[config.mk]
export PLATFORM = sky130hd
export DESIGN_NAME = msrv32_imm_decode_ctrl_flat
export DESIGN_NICKNAME = d
export VERILOG_FILES = /design/src/rtl/msrv32_imm_decode_ctrl_if.sv /design/src/rtl/msrv32_imm_decode_ctrl.sv /design/src/flat_wrapper.sv
export SDC_FILE = /design/constraint.sdc
export NUM_CORES = 1
export LEC_CHECK = 0
export CORE_MARGIN = 2
export CORE_UTILIZATION = 52
export DETAILED_ROUTE_END_ITERATION = 16
export PLACE_DENSITY = 0.88
export SYNTH_ARGS = -nofsm -noshare
export SYNTH_HDL_FRONTEND = slang
export SYNTH_SLANG_ARGS = --single-unit
[constraint.sdc]
create_clock -name clk_in -period 7.1 [get_ports clk_in]
set_clock_uncertainty 0.05 [all_clocks]
set_input_delay 2.13 -clock clk_in [delete_from_list [all_inputs] [get_ports clk_in]]
set_output_delay 2.13 -clock clk_in [all_outputs]
set_load 0.1 [all_outputs]
[src/rtl/msrv32_imm_decode_ctrl_if.sv]
// Handshake and bus bundle for msrv32_imm_decode_ctrl.
// The slave side is the decoder and the master side is its environment.
interface msrv32_imm_decode_ctrl_if #(
  parameter int XLEN  = 32,
  parameter int CNT_W = 16
);
  logic             flush_in;
  logic             in_valid_in;
  logic             in_ready_out;
  logic [31:0]      instr_in;
  logic [XLEN-1:0]  pc_in;
  logic             out_valid_out;
  logic             out_ready_in;
  logic [24:0]      instr_out;
  logic [2:0]       imm_type_out;
  logic [XLEN-1:0]  pc_out;
  logic             illegal_out;
  logic [CNT_W-1:0] stall_cnt_out;

  modport slave (
    input  flush_in, in_valid_in, instr_in, pc_in, out_ready_in,
    output in_ready_out, out_valid_out, instr_out, imm_type_out, pc_out,
           illegal_out, stall_cnt_out
  );

  modport master (
    output flush_in, in_valid_in, instr_in, pc_in, out_ready_in,
    input  in_ready_out, out_valid_out, instr_out, imm_type_out, pc_out,
           illegal_out, stall_cnt_out
  );
endinterface

[src/rtl/msrv32_imm_decode_ctrl.sv]
// Decode-stage sequencer: 2-entry skid buffer that classifies opcodes into imm_type for the immediate generator.
// Optional downstream stall counter is enabled by defining MSRV32_DEC_STALL_CNT_EN.
module msrv32_imm_decode_ctrl #(
  parameter int XLEN  = 32,
  parameter int CNT_W = 16
) (
  input  logic                    clk_in,
  input  logic                    rst_in,
  msrv32_imm_decode_ctrl_if.slave bus
);

  typedef enum logic [1:0] {EMPTY = 2'd0, ONE = 2'd1, TWO = 2'd2} state_t;

  state_t          state_reg;
  logic            in_ready_reg;
  logic            out_valid_reg;
  logic [24:0]     head_instr_reg;
  logic [2:0]      head_type_reg;
  logic [XLEN-1:0] head_pc_reg;
  logic            head_ill_reg;
  logic [24:0]     tail_instr_reg;
  logic [2:0]      tail_type_reg;
  logic [XLEN-1:0] tail_pc_reg;
  logic            tail_ill_reg;

  logic            accept;
  logic            pop;
  logic [2:0]      dec_type;
  logic            dec_illegal;

  assign accept = bus.in_valid_in && in_ready_reg;
  assign pop    = out_valid_reg && bus.out_ready_in;

  always_comb begin
    dec_type    = 3'b000;
    dec_illegal = 1'b0;
    case (bus.instr_in[6:0])
      7'b0110111, 7'b0010111: dec_type = 3'b100;
      7'b1101111:             dec_type = 3'b101;
      7'b1100111, 7'b0000011,
      7'b0010011, 7'b0001111: dec_type = 3'b001;
      7'b0100011:             dec_type = 3'b010;
      7'b1100011:             dec_type = 3'b011;
      7'b0110011:             dec_type = 3'b000;
      // ECALL/EBREAK carry an I-type immediate; the CSR forms need the zimm layout.
      7'b1110011:             dec_type = (bus.instr_in[14:12] != 3'b000) ? 3'b110 : 3'b001;
      default:                dec_illegal = 1'b1;
    endcase
  end

  always_ff @(posedge clk_in or posedge rst_in) begin
    if (rst_in) begin
      state_reg      <= EMPTY;
      in_ready_reg   <= 1'b1;
      out_valid_reg  <= 1'b0;
      head_instr_reg <= '0;
      head_type_reg  <= '0;
      head_pc_reg    <= '0;
      head_ill_reg   <= 1'b0;
      tail_instr_reg <= '0;
      tail_type_reg  <= '0;
      tail_pc_reg    <= '0;
      tail_ill_reg   <= 1'b0;
    end else if (bus.flush_in) begin
      // Data registers keep their contents; only occupancy is discarded.
      state_reg     <= EMPTY;
      in_ready_reg  <= 1'b1;
      out_valid_reg <= 1'b0;
    end else begin
      case (state_reg)
        EMPTY: begin
          if (accept) begin
            head_instr_reg <= bus.instr_in[31:7];
            head_type_reg  <= dec_type;
            head_pc_reg    <= bus.pc_in;
            head_ill_reg   <= dec_illegal;
            out_valid_reg  <= 1'b1;
            state_reg      <= ONE;
          end
        end
        ONE: begin
          if (accept && pop) begin
            head_instr_reg <= bus.instr_in[31:7];
            head_type_reg  <= dec_type;
            head_pc_reg    <= bus.pc_in;
            head_ill_reg   <= dec_illegal;
          end else if (accept) begin
            tail_instr_reg <= bus.instr_in[31:7];
            tail_type_reg  <= dec_type;
            tail_pc_reg    <= bus.pc_in;
            tail_ill_reg   <= dec_illegal;
            in_ready_reg   <= 1'b0;
            state_reg      <= TWO;
          end else if (pop) begin
            out_valid_reg <= 1'b0;
            state_reg     <= EMPTY;
          end
        end
        TWO: begin
          if (pop) begin
            head_instr_reg <= tail_instr_reg;
            head_type_reg  <= tail_type_reg;
            head_pc_reg    <= tail_pc_reg;
            head_ill_reg   <= tail_ill_reg;
            in_ready_reg   <= 1'b1;
            state_reg      <= ONE;
          end
        end
        default: begin
          state_reg     <= EMPTY;
          in_ready_reg  <= 1'b1;
          out_valid_reg <= 1'b0;
        end
      endcase
    end
  end

  assign bus.in_ready_out  = in_ready_reg;
  assign bus.out_valid_out = out_valid_reg;
  assign bus.instr_out     = head_instr_reg;
  assign bus.imm_type_out  = head_type_reg;
  assign bus.pc_out        = head_pc_reg;
  assign bus.illegal_out   = head_ill_reg;

`ifdef MSRV32_DEC_STALL_CNT_EN
  logic [CNT_W-1:0] stall_cnt_reg;

  // Saturating count of cycles the head waited on downstream; flush leaves it alone.
  always_ff @(posedge clk_in or posedge rst_in) begin
    if (rst_in) begin
      stall_cnt_reg <= '0;
    end else if (out_valid_reg && !bus.out_ready_in && (stall_cnt_reg != {CNT_W{1'b1}})) begin
      stall_cnt_reg <= stall_cnt_reg + 1'b1;
    end
  end

  assign bus.stall_cnt_out = stall_cnt_reg;
`else
  assign bus.stall_cnt_out = '0;
`endif

endmodule

[src/flat_wrapper.sv]
// flat-port wrapper written by rule: the top's interface ports become plain ports
module msrv32_imm_decode_ctrl_flat 
#(
  parameter int XLEN  = 32,
  parameter int CNT_W = 16
)
  (clk_in, rst_in, bus_flush_in, bus_in_valid_in, bus_instr_in, bus_pc_in, bus_out_ready_in, bus_in_ready_out, bus_out_valid_out, bus_instr_out, bus_imm_type_out, bus_pc_out, bus_illegal_out, bus_stall_cnt_out);
  msrv32_imm_decode_ctrl_if #(.XLEN(XLEN), .CNT_W(CNT_W)) bus_i ();
  input  logic clk_in;
  input  logic rst_in;
  input wire logic [$bits(bus_i.flush_in)-1:0] bus_flush_in;
  input wire logic [$bits(bus_i.in_valid_in)-1:0] bus_in_valid_in;
  input wire logic [$bits(bus_i.instr_in)-1:0] bus_instr_in;
  input wire logic [$bits(bus_i.pc_in)-1:0] bus_pc_in;
  input wire logic [$bits(bus_i.out_ready_in)-1:0] bus_out_ready_in;
  output wire logic [$bits(bus_i.in_ready_out)-1:0] bus_in_ready_out;
  output wire logic [$bits(bus_i.out_valid_out)-1:0] bus_out_valid_out;
  output wire logic [$bits(bus_i.instr_out)-1:0] bus_instr_out;
  output wire logic [$bits(bus_i.imm_type_out)-1:0] bus_imm_type_out;
  output wire logic [$bits(bus_i.pc_out)-1:0] bus_pc_out;
  output wire logic [$bits(bus_i.illegal_out)-1:0] bus_illegal_out;
  output wire logic [$bits(bus_i.stall_cnt_out)-1:0] bus_stall_cnt_out;
  assign bus_i.flush_in = bus_flush_in;
  assign bus_i.in_valid_in = bus_in_valid_in;
  assign bus_i.instr_in = bus_instr_in;
  assign bus_i.pc_in = bus_pc_in;
  assign bus_i.out_ready_in = bus_out_ready_in;
  assign bus_in_ready_out = bus_i.in_ready_out;
  assign bus_out_valid_out = bus_i.out_valid_out;
  assign bus_instr_out = bus_i.instr_out;
  assign bus_imm_type_out = bus_i.imm_type_out;
  assign bus_pc_out = bus_i.pc_out;
  assign bus_illegal_out = bus_i.illegal_out;
  assign bus_stall_cnt_out = bus_i.stall_cnt_out;
  msrv32_imm_decode_ctrl #(.XLEN(XLEN), .CNT_W(CNT_W)) u_core (.clk_in(clk_in), .rst_in(rst_in), .bus(bus_i));
endmodule
==> results.cfg, run 1 <==
[floorplanning]
dieWidth_um = 107
coreArea_um2 = 10400
io_pins = 148
die_area_um2 = 11500
fp-row-count = 37
die_h_um = 107
initial_utilization_pct = 53.7

[sta]
slew_headroom_pct = 33.2
hold_viol = 0
finalSetupViolCount = 0
worstMarginPinSlew_ps = 1000
worst_slack_ps = 2650
maxSlewViolCount = 0
hold_slack_ps = 456
clock.fmax_ghz = 0.225
finalCritPeriodShare_pct = 62.7
fin_setup_tns_ps = 0
rsz0062_at_grt = false
period_needed_ps = 4450

[final_layout]
drive_above_1_share_pct = 14.8
diodes = 0
fin_util_pct = 71.3
areaGrowthSynthToFinish_pct = 32.8
nFillCells = 685
nets = 728

[synthesis]
yosys_warnings = 0
synth-async-reset-ratio_pct = 100
synthDistinctLibCells = 36
postSynthCellCount = 537
synth-seq-cells = 126
yosysSeqAreaShare_pct = 56.7
synth_top_area_share_pct = 56.2
avgSynthCellArea_um2 = 10.4
netlist_area_um2 = 5560
netlist_top_cells_area = dfrtp_1, mux2_2, nand2_1
synth_edf_count = 0
synth_ff_type = dfrtp_1
yosysTopAreaCell = dfrtp_1

[clock_tree]
cts_hold_buffers = 0
clk_latency_ps = 510
ctsResizeCount = 0
cts_buffers = 17
cts_max_level = 4
cts_tree = yes
ctsRootBufferMaster = clkbuf_8
ctsLongestPathBuffers = 2
cts.clk_slew.worst_paths_ps = 50
cts_num_sinks = 126
post-cts-setup-buffers = 0

[routing]
post-route-drc-count = 0
routed_wirelength_mm = 12.8
wl_met3_um = 806
top_layer = met4
via_count = 4384
drtIter0Drc = 202
met1_length_mm = 5.13
met2_length_mm = 6.59
antenna_left = 0
viasPerCell = 5.44
dr.pass1.iters = 5
wl_per_cell_um = 15.9

[worst_setup_path]
timing.rr.end = u_core.bus.pc_out[15]
r2r-start = u_core.state_reg[1]
crit_chain = clkdlybuf4s50_1
critPathBufInv = 1
endpoint_kind = output port
reg2regPathDepth = 5
regToRegSetupSlack_ps = 4950
cp_slowest_cell = clkdlybuf4s50_1
crit_family = buffers and inverters
critPathKind = flip-flop to output port
cp_max_fo = 5
start_kind = flip-flop
cp.depth = 1
arrival_ps = 2270
max_stage_delay_ps = 1170
required_ps = 4920

[power]
p_per_area_nw_per_um2 = 531
vdd_drop_max_mv = 0.323
leakagePower_nw = 3.13

[status]
status = complete, no violations

[placed_design]
place.gp.congestion = 0.829
place_hpwl_mm = 8.25
port_buffers = 131
place_ws_ps = 2910

[flow_run]
cap_violations = 0

[global_routing]
grt_pass1_vias = 4489
antenna_found_initial = 0
track_usage_pct = 23.5
grt_pass1_wl_mm = 21.1
grt_overflow = 0
grt_max_degree = 78

[worst_hold_path]
hold_path_depth = 1
min_to = u_core.tail_pc_reg[20]
hold_path.class = flip-flop to flip-flop
min-delay-start = u_core.tail_pc_reg[20]
==> cell usage in the layout, fill, tap and decap left out, types with 2 or more instances in the layout <==
cell type	Yosys	routed
nand2b_1	9	8
nand3_1	4	4
clkbuf_1	11	5
o22ai_1	3	3
conb_1	1	16
nor2_1	66	66
dfrtp_1	125	125
buf_4	20	7
mux2_2	59	59
clkinv_2	0	3
a31oi_1	59	59
clkinvlp_4	0	2
nor3_1	2	2
inv_1	4	3
nand2_1	126	126
o211ai_1	2	2
clkbuf_8	0	2
clkbuf_16	0	16
bufinv_16	0	2
a21oi_1	8	8
clkdlybuf4s50_1	0	131
==> synthesized netlist by cell type (all sizes together), types with 2 or more instances <==
| cell | instances |
|---|---|
| a21oi | 9 |
| a31oi | 59 |
| buf | 39 |
| clkbuf | 11 |
| dfrtp | 125 |
| inv | 4 |
| mux2 | 59 |
| nand2 | 126 |
| nand2b | 9 |
| nand3 | 4 |
| nor2 | 67 |
| nor3 | 2 |
| o211ai | 2 |
| o22ai | 3 |
==> where the power goes <==
part	leakage, nW	internal, mW	switching, mW
sequential	1.46	1.04	0.183
combinational	1.41	0.503	1.41
clock	0.258	0.502	0.291
==> worst max-delay path by stage <==
stage                                  from                         end
CTS                 u_core.bus.in_ready_out            bus_in_ready_out
global placement            bus_in_valid_in  u_core.bus.imm_type_out[2]
floorplan                            rst_in      u_core.bus.illegal_out
global route        u_core.bus.in_ready_out            bus_in_ready_out
finish              u_core.bus.in_ready_out            bus_in_ready_out
detailed placement          bus_in_valid_in    u_core.tail_instr_reg[9]
==> per-layer routing <==
layer	global-route usage, %	vias to the layer above
met2	39.3	167
met3	5.51	31
met4	12.1	0
met1	28.3	2145
li1	-	2041
met5	0	-
==> cell type report <==
| cell class | instances | area [µm²] | share of cell area [%] |
|---|---|---|---|
| Inverter | 4 | 17.5 | 0.237 |
| Tap cell | 136 | 170 | 2.30 |
| Multi-Input combinational cell | 372 | 2150 | 29.1 |
| Sequential cell | 126 | 3150 | 42.7 |
| Clock buffer | 23 | 447 | 6.04 |
| Timing Repair Buffer | 138 | 1360 | 18.5 |
| Clock inverter | 7 | 90.1 | 1.22 |
==> cell families (layout without fill, tap and decap cells) <==
group           Yosys count  after routing  synth area share, %
mux                      59             59                 11.9
buf+inv                  54            172                 6.09
simple gates            216            216                 15.9
flops                   126            126                 56.7
other cells               1             16               0.0674
compound gates           81             81                 9.31
==> metrics by stage <==
step	cell area [µm²]	cells	power, mW
final	7390	806	3.93
after global routing	7390	806	4.08
after CTS	7390	806	3.94
after detailed placement	6850	776	3.14
after global placement	6850	776	3.09
after floorplan	5620	552	2.68
Note: power is estimated with default switching activity, not from simulation.
==> run 2: changes to the inputs <==
--- a/config.mk
+++ b/config.mk
@@ -6,9 +6,9 @@
 export NUM_CORES = 1
 export LEC_CHECK = 0
 export CORE_MARGIN = 2
-export CORE_UTILIZATION = 52
+export CORE_UTILIZATION = 49
 export DETAILED_ROUTE_END_ITERATION = 16
-export PLACE_DENSITY = 0.88
+export PLACE_DENSITY = 0.84
 export SYNTH_ARGS = -nofsm -noshare
 export SYNTH_HDL_FRONTEND = slang
 export SYNTH_SLANG_ARGS = --single-unit
==> constraint.sdc (replaced) <==
create_clock -name clk_in -period 4.3 [get_ports clk_in]
set_clock_uncertainty 0.05 [all_clocks]
set_input_delay 1.29 -clock clk_in [delete_from_list [all_inputs] [get_ports clk_in]]
set_output_delay 1.29 -clock clk_in [all_outputs]
set_load 0.1 [all_outputs]
==> run 2 against run 1 <==
  * Sequential share of layout area down 0.48 points
  * Combinational power is 65% higher
  * Count of clock-buffer cells in the layout increased by 1
  * Worst setup slack got worse by 1700 ps
  * Via count shrank 0.46%
  * Global-route usage is 1.6 points lower
  * Routed wire length up 0.15%
  * Sequential power increased by 66%
  * Hold slack lost 0.51 ps
  * Non-clock buffer count rose by 2
  * Largest power group unchanged
  * Core utilization shrank 3.2 points
  * Die area is 5.9% higher
==> results.cfg, run 2 (synthesized netlist as in run 1, its figures left out) <==
[sta]
rsz0062_at_grt = false
worstMarginPinSlew_ps = 1030
finalCritPeriodShare_pct = 78.0
hold_slack_ps = 455
hold_viol = 0
finalSetupViolCount = 0
slew_headroom_pct = 31.1
fin_setup_tns_ps = 0
clock.fmax_ghz = 0.298
period_needed_ps = 3350
maxSlewViolCount = 0

[final_layout]
areaGrowthSynthToFinish_pct = 34.3
postLayoutCellArea_um2 = 7470
diodes = 0
nets = 730
drive_above_1_share_pct = 15.6
layout_commonest_cell = clkdlybuf4s50_1
layout_common_cells = clkdlybuf4s50_1, nand2_1, dfrtp_1

[status]
status = complete, no violations

[global_routing]
grt_max_degree = 84
track_usage_pct = 21.8
grt_overflow = 0
grt_pass1_vias = 4478
grt_pass1_wl_mm = 21.6
antenna_found_initial = 0

[routing]
dr.pass1.iters = 5
wl_per_cell_um = 15.8
post-route-drc-count = 0
antenna_left = 0
viasPerCell = 5.37
routed_wirelength_mm = 12.9
drtIter0Drc = 313
via_count = 4364

[worst_setup_path]
regToRegSetupSlack_ps = 2020
critPathKind = flip-flop to output port
start_kind = flip-flop
crit_chain = clkdlybuf4s50_1
cp_max_fo = 6
endpoint_kind = output port
cp_slowest_cell = clkdlybuf4s50_1
critPathBufInv = 1
crit_family = buffers and inverters
max_stage_delay_ps = 1170
required_ps = 2960
arrival_ps = 2010

[clock_tree]
cts_hold_buffers = 0
ctsLongestPathBuffers = 2
post-cts-setup-buffers = 0
clk_latency_ps = 410
cts_max_level = 4
cts.clk_slew.worst_paths_ps = 50
cts_buffers = 17
cts_tree = yes
ctsRootBufferMaster = clkbuf_16
ctsResizeCount = 0
cts_num_sinks = 126

[floorplanning]
dieWidth_um = 111
coreArea_um2 = 11000
io_pins = 148
die_h_um = 111
initial_utilization_pct = 50.7
fp-row-count = 38
die_area_um2 = 12200

[worst_hold_path]
hold_path.class = flip-flop to flip-flop

[power]
p_per_area_nw_per_um2 = 879
power_mw = 6.57
leakagePower_nw = 3.17
vdd_drop_max_mv = 0.756

[placed_design]
place.gp.congestion = 0.829
port_buffers = 131
place_hpwl_mm = 8.47
detailed_place.area_um2 = 6900

[flow_run]
cap_violations = 0
[run 2: cell count changes in the layout (fill, tap and decap cells not counted), sizes merged]
| cell | change |
|---|---|
| clkdlybuf4s50 | -1 |
| clkinvlp | -1 |
| clkinv | +2 |
| clkbuf | +1 |
| buf | +3 |
| inv | -1 |
[run 2: path summary, 6_finish.rpt]
| path | startpoint | to | depth (start not counted) |
|---|---|---|---|
| max in group asynchronous | rst_in | u_core.tail_pc_reg[2] | 3 |
| worst max-delay path | u_core.bus.out_valid_out | bus_out_valid_out | 1 |
| min in group asynchronous | rst_in | u_core.bus.pc_out[29] | 2 |
| worst max register to register | u_core.state_reg[1] | u_core.bus.pc_out[28] | 5 |
| worst min register to register | u_core.tail_instr_reg[21] | u_core.tail_instr_reg[21] | 1 |
| worst min-delay path | u_core.tail_instr_reg[21] | u_core.tail_instr_reg[21] | 1 |
[run 2: where the power goes]
part	internal (mW)	switching [mW]	total (mW)
clock network	0.905	0.481	1.39
registers	1.71	0.305	2.02
logic	0.835	2.33	3.16
[run 2: metrics by stage]
step	setup WS [ps]	utilization, %	instances
final	946	68.1	813
after global placement	962	62.8	782
after global routing	895	68.1	813
after detailed placement	899	62.8	782
after floorplan	1410	-	552
after CTS	944	68.1	813
[run 2: cell type report]
class | count | area (µm²)
clock buffers | 24 | 492
clock inverters | 7 | 85.1
fillers | 801 | 3510
inverters | 4 | 18.8
multi-input cells | 372 | 2150
flip-flops and latches | 126 | 3150
well taps | 140 | 175
repair buffers | 140 | 1400
[run 2: layer usage]
metal / track usage (%) / vias up / wire length, µm
li1: - / 2043 / -
met4: 9.75 / 0 / 269
met5: 0 / - / 0
met2: 35.4 / 153 / 6490
met3: 7.24 / 27 / 768
met1: 26.6 / 2141 / 5340
==> run 3: changes to the inputs <==
==> constraint.sdc (replaced) <==
create_clock -name clk_in -period 3.1 [get_ports clk_in]
set_clock_uncertainty 0.05 [all_clocks]
set_input_delay 0.93 -clock clk_in [delete_from_list [all_inputs] [get_ports clk_in]]
set_output_delay 0.93 -clock clk_in [all_outputs]
set_load 0.1 [all_outputs]
==> run 3 against run 2 <==
  * Core utilization fell by 0.76 points
  * Cell area decreased by 1.1%
  * Sequential power increased by 39%
  * Sequential share of layout area rose by 0.48 points
  * Largest power group unchanged
  * Highest routed layer unchanged
==> results.cfg, run 3 (synthesized netlist as in run 1, its figures left out) <==
[final_layout]
nets = 730
drive_above_1_share_pct = 25.1
layout_common_cells = nand2_1, dfrtp_1, clkdlybuf4s50_1
postLayoutCellArea_um2 = 7390
fin_util_pct = 67.3
stdcell_count = 814
layout_commonest_cell = nand2_1
diodes = 0
nFillCells = 821
areaGrowthSynthToFinish_pct = 32.8

[clock_tree]
cts_tree = yes
cts_buffers = 17
clk_latency_ps = 400
cts_hold_buffers = 0
ctsLongestPathBuffers = 2
cts.clk_slew.worst_paths_ps = 50
ctsRootBufferMaster = clkbuf_16
cts_num_sinks = 126
post-cts-setup-buffers = 0
cts_max_level = 4
ctsResizeCount = 0

[routing]
antenna_left = 0
wl_per_cell_um = 15.3
viasPerCell = 5.33
routed_wirelength_mm = 12.4
via_count = 4339
dr.pass1.iters = 4
post-route-drc-count = 0
drtIter0Drc = 288

[worst_hold_path]
hold_path.class = flip-flop to flip-flop

[sta]
fin_setup_tns_ps = 0
finalSetupViolCount = 0
clock.fmax_ghz = 0.388
period_needed_ps = 2580
maxSlewViolCount = 0
rsz0062_at_grt = false
slew_headroom_pct = 56.7
finalCritPeriodShare_pct = 83.2
hold_slack_ps = 455
hold_viol = 0
worst_slack_ps = 522
worstMarginPinSlew_ps = 649

[placed_design]
port_buffers = 131
place_ws_ps = 144
post-place-cells = 782
place_hpwl_mm = 8.19
detailed_place.area_um2 = 6780
place.gp.congestion = 0.778

[global_routing]
grt_overflow = 0
grt_pass1_vias = 4385
antenna_found_initial = 0
track_usage_pct = 21.1
grt_pass1_wl_mm = 21.1
grt_max_degree = 127

[power]
p_sw_mw = 4.33
power_mw = 9.09
switching_share_pct = 47.7
vdd_drop_max_mv = 0.853
pwr-share-seq_pct = 30.8
pwr-share-clk_pct = 22.2
comb_power_share_pct = 47.0
p_int_mw = 4.76
p_per_area_nw_per_um2 = 1230
leakagePower_nw = 3.22

[worst_setup_path]
required_ps = 3330
start_kind = input port
endpoint_kind = flip-flop
arrival_ps = 2800
critPathKind = input port to flip-flop
cp_max_fo = 63

[floorplanning]
initial_utilization_pct = 50.7
io_pins = 148
die_area_um2 = 12200
fp-row-count = 38
die_h_um = 111
dieWidth_um = 111
coreArea_um2 = 11000

[status]
status = complete, no violations

[flow_run]
cap_violations = 0
## run 3: cell types whose count changed in the layout (fill, tap and decap cells not counted), sizes merged
cell / change
buf: +62
clkdlybuf4s50: -62
clkinvlp: +3
clkbuf: -2
bufinv: +1
clkinv: -1
## run 3: final timing paths
kind | start | end | cells after the start | slack (ps)
max | bus_in_valid_in | u_core.tail_instr_reg[4] | 5 | 520
min | u_core.tail_type_reg[1] | u_core.tail_type_reg[1] | 1 | 450
max reg2reg | u_core.bus.in_ready_out | u_core.tail_instr_reg[4] | 4 | 1020
min reg2reg | u_core.tail_type_reg[1] | u_core.tail_type_reg[1] | 1 | 450
max in group asynchronous | rst_in | u_core.bus.instr_out[18] | 3 | 1490
min in group asynchronous | rst_in | u_core.bus.pc_out[30] | 3 | 1040
## run 3: worst max-delay path, stage by stage
cell and delay (ps):
clkdlybuf4s50_1 550, nand3b_4 110, nor4b_2 410, buf_12 330
mux2_2 390
## run 3: power groups by stage
stage	Clock, mW	Sequential (mW)	Combinational [mW]
final	2.01	2.80	4.28
after global routing	2.14	2.89	4.45
after CTS	2.05	2.80	4.30
after detailed placement	0	2.81	4.30
after global placement	0	2.78	4.21
after floorplan	0	5.16	0.988
## run 3: routing by layer
layer / routed length, µm / vias to the layer above / GRT usage [%]
li1: - / 2043 / -
met1: 5190 / 2109 / 26.4
met2: 6250 / 160 / 34.1
met3: 702 / 27 / 5.76
met4: 277 / 0 / 10.2
met5: 0 / - / 0
## run 3: layout make-up
class	instances	area [µm²]	share of cell area [%]
multi-input combinational	372	2150	29.1
inverter	4	18.8	0.254
tap	140	175	2.37
timing repair buffer	140	1280	17.4
sequential	126	3150	42.7
clock inverter	10	136	1.85
clock buffer	22	474	6.42
==> RTL edit 1 (config.mk and constraints of run 1) <==
The option `MSRV32_DEC_STALL_CNT_EN` is turned on by a define.
--- a/src/rtl/msrv32_imm_decode_ctrl.sv
+++ b/src/rtl/msrv32_imm_decode_ctrl.sv
@@ -1,5 +1,7 @@
 // Decode-stage sequencer: 2-entry skid buffer that classifies opcodes into imm_type for the immediate generator.
 // Optional downstream stall counter is enabled by defining MSRV32_DEC_STALL_CNT_EN.
+`define MSRV32_DEC_STALL_CNT_EN
+
 module msrv32_imm_decode_ctrl #(
   parameter int XLEN  = 32,
   parameter int CNT_W = 16
Check against the original RTL: not equivalent (Yosys sat finds a counterexample within 4 cycles, from zero or initial values and one cycle with rst_in high).
==> RTL edit 1 against run 1 <==
- setup slack better by 91 ps
- maximum frequency is 2.1% higher
- non-clock buffer count is 13 higher
- total power is 7.8% higher
- cell area is 12% higher
- wire length is 13% higher
- synthesized area is 11% higher
- sequential cell count is 16 higher
==> RTL edit 1: results <==
[yosys]
synth_compound_area_share_pct = 9.198
synthXorXnorAreaFrac_pct = 1.994
synth_area_leaders = "dfrtp_1 (57%), mux2_2 (11%), nand2_1 (8.0%), a31oi_1 (6.3%), nor2_1 (4.3%)"
yosysMostFrequentCell = "dfrtp_1"
synth_nets = 666
synthTopCellsByCount = "dfrtp_1 (141), nand2_1 (131), nor2_1 (70)"
ys_types = 39
synthAdderAreaFrac_pct = 0.2035
synth.area.mux_share_pct = 11.15
yosysSeqAreaShare_pct = 57.81
synthCells = 596

[cts]
htreeDepth = 4
cts_made_buffers = 17
post-cts-setup-buffers = 0
clk-insertion-delay-late_ps = 420
ctsRootBufferMaster = "clkbuf_16"

[drt]
drtIter0Drc = 303
finalWirelength_microns = 14560
drt_pre_antenna_iters = 4
via_per_inst = 5.551

[power]
pg_seq_mw = 1.34
p_leak_nw = 3.548
swShare_pct = 47.92
pg_clk_uw = 864
p_comb_mw = 2.03
max-vdd-ir-drop_mv = 0.3610

[setup_path]
startpoint = "bus_in_valid_in"
cp_max_fo = 85
cpPeakStageDelay_ps = 750
r2r_cells = 6
r2r_slack_ps = 4410
r2r_end = "u_core.bus.instr_out[14]"
endpoint_kind = "flop"
slowest_stage = "a21oi_4"
regToRegStartpoint = "u_core.bus.in_ready_out"

[worst_hold_path]
worstHoldStart = "u_core.tail_ill_reg"
hold_path_end = "u_core.tail_ill_reg"
worstHoldPathCells = 2

[layout]
final_cells = 886
drive_above_1_share_pct = 14.54
final_nets = 800
antenna_cells = 0
fillers = 779

[placed_design]
portBuffers = 147
pre_cts_ws_ps = 2344
place_inst = 854
place_congestion = 0.8260
placed_area_sq_mm = 0.007727
hpwl_microns = 9362

[global_route]
grt_pass1_wl_microns = 24210
grt_usage_pct = 23.92
grt_pass1_vias = 5103
antenna_found_initial = 0
grt_max_degree = 95

[run_status]
status = "finished, final reports clean"

[timing]
worst_hold_slack_ps = 423.1
setup_ws_ps = 2741
slew_headroom_pct = 31.09
==> RTL edit 1: cell count changes in the layout (fill, tap and decap cells not counted), sizes merged, moves of 4 or more <==
cell	before	now
nor3	2	8
inv	4	11
conb	16	0
o21ai	1	5
xor2	0	8
xnor2	0	6
clkinv	3	7
nand2	126	131
dfrtp	125	141
nand3	4	13
clkdlybuf4s50	131	147
==> RTL edit 1: metal layers <==
layer,up-vias,GRT usage (%),routed length (microns)
met1,2405,28.24,5905
li1,2308,-,-
met2,177,39.76,7171
met4,0,9.350,263
met5,-,0,0
met3,28,9.159,1221
==> RTL edit 1: layout make-up <==
cell class,count,area [sq um],share of cell area (%)
inverter,10,42.54,0.5124
tap,143,178.9,2.155
sequential,142,3555,42.81
clock buffer,21,460.4,5.546
timing repair buffer,151,1514,18.23
clock inverter,11,115.1,1.386
multi-input combinational,408,2437,29.36
==> RTL edit 1: worst max-delay path: cells and delay by family <==
family / cells / cell delay, ps
simple gates: 2 / 420
buf+inv: 2 / 870
compound gates: 3 / 1110
==> RTL edit 2 (settings of run 1) <==
Without the edit above. The 3 states of `state_t` get a one-hot encoding in 3 bits.
--- a/src/rtl/msrv32_imm_decode_ctrl.sv
+++ b/src/rtl/msrv32_imm_decode_ctrl.sv
@@ -9,7 +9,7 @@
   msrv32_imm_decode_ctrl_if.slave bus
 );
 
-  typedef enum logic [1:0] {EMPTY = 2'd0, ONE = 2'd1, TWO = 2'd2} state_t;
+  typedef enum logic [2:0] {EMPTY = 3'b001, ONE = 3'b010, TWO = 3'b100} state_t;
 
   state_t          state_reg;
   logic            in_ready_reg;
Check against the original RTL: no difference found for any inputs over 4 cycles, from zero or initial values and one cycle with rst_in high; so few cycles prove little.
==> RTL edit 2 against run 1 <==
- wire length decreased by 3.6%
- setup slack got worse by 27 ps
- synthesized area increased by 3.6%
- via count decreased by 8.3%
- cell area increased by 3.3%
- total power decreased by 26%
- sequential cell count increased by 1
- worst hold slack got worse by 29 ps
- critical path type is now in -> reg
- largest cell class unchanged
==> RTL edit 2: results <==
[setup_path]
crit_arrival_ps = 4830
cp_max_fo = 25
r2r_slack_ps = 4240

[power]
p_leak_nw = 3.840

[layout]
final_nets = 675
fin_util_pct = 70.44
drive_above_1_share_pct = 14.54
fillers = 784

[placed_design]
place_congestion = 0.8855
hpwl_microns = 8305
place_inst = 727
placed_area_sq_mm = 0.007073

[drt]
via_per_inst = 5.296
drt_pre_antenna_iters = 4
finalWirelength_microns = 12390

[yosys]
avgSynthCellArea_sq_um = 12.04
synthTopCellsByCount = "dfrtp_1 (125), nand2_1 (67), mux2i_1 (59)"
ys_types = 47
yosysSeqAreaShare_pct = 55.15
synth_area_leaders = "dfrtp_1 (54%), mux2i_1 (10%), mux2_2 (5.9%), mux2_4 (5.2%), nand2_1 (4.4%)"

[global_route]
grt_pass1_vias = 4055
grt_usage_pct = 22.11

[timing]
slew_headroom_pct = 16.84

[cts]
post-cts-setup-buffers = 0

[run_status]
status = "finished, final reports clean"
-- RTL edit 2: final cells by class --
cell class              instances  area share, %
flip-flops and latches        127          41.65
clock buffers                  26          6.259
multi-input cells             320          30.84
inverters                       5         0.2786
clock inverters                 6          1.114
repair buffers                135          17.57
well taps                     140          2.294
-- RTL edit 2: per-stage QoR --
step / total power, mW / hold slack [ps] / setup WS, ps
2_1_floorplan: 1.816 / 407.4 / 1539
3_3_place_gp: 2.068 / 411.3 / 2194
3_5_place_dp: 2.093 / 419.2 / 2085
4_1_cts: 2.927 / 431.0 / 2620
5_1_grt: 3.018 / 452.6 / 2492
6_report: 2.909 / 427.1 / 2623
-- RTL edit 2: logic make-up (layout without fill, tap and decap cells) --
kind of cell              count (synthesis)  in the layout  share of synthesized area [%]
and+or+nand+nor                          97             97                          7.811
xor gates and xnor gates                  2              2                         0.3038
DFF                                     127            127                          55.15
AOI/OAI and AO/OA                        87             87                          8.397
buffers and inverters                    47            172                          5.207
muxes                                   118            118                          23.06
other                                     1             16                        0.06503
-- RTL edit 2: report_power, final --
part | internal, mW | total (mW) | switching (mW)
logic | 0.278 | 1.12 | 0.837
clock network | 0.526 | 0.826 | 0.299
registers | 0.877 | 0.968 | 0.0906
-- RTL edit 2: routing by layer --
| layer | vias to the layer above | wire length [microns] | track usage, % |
|---|---|---|---|
| li1 | 1896 | - | - |
| met1 | 1977 | 5385 | 28.93 |
| met2 | 134 | 6052 | 35.09 |
| met3 | 13 | 833 | 7.943 |
| met4 | 0 | 121 | 6.148 |
| met5 | - | 0 | 0 |
-- RTL edit 2: critical path, stage by stage --
cell and delay (ps):
clkdlybuf4s50_1 580, nand4b_4 160, nor4_4 1020, buf_4 520, mux2_2 390
-- RTL edit 2: worst paths after layout --
kind,cells past startpoint,startpoint,to
max,5,bus_in_valid_in,u_core.tail_pc_reg[17]
min,2,u_core.bus.pc_out[22],u_core.bus.pc_out[22]
max reg2reg,4,u_core.bus.in_ready_out,u_core.tail_pc_reg[17]
min reg2reg,2,u_core.bus.pc_out[22],u_core.bus.pc_out[22]
max in group asynchronous,3,rst_in,u_core.tail_pc_reg[1]
min in group asynchronous,2,rst_in,u_core.tail_pc_reg[26]
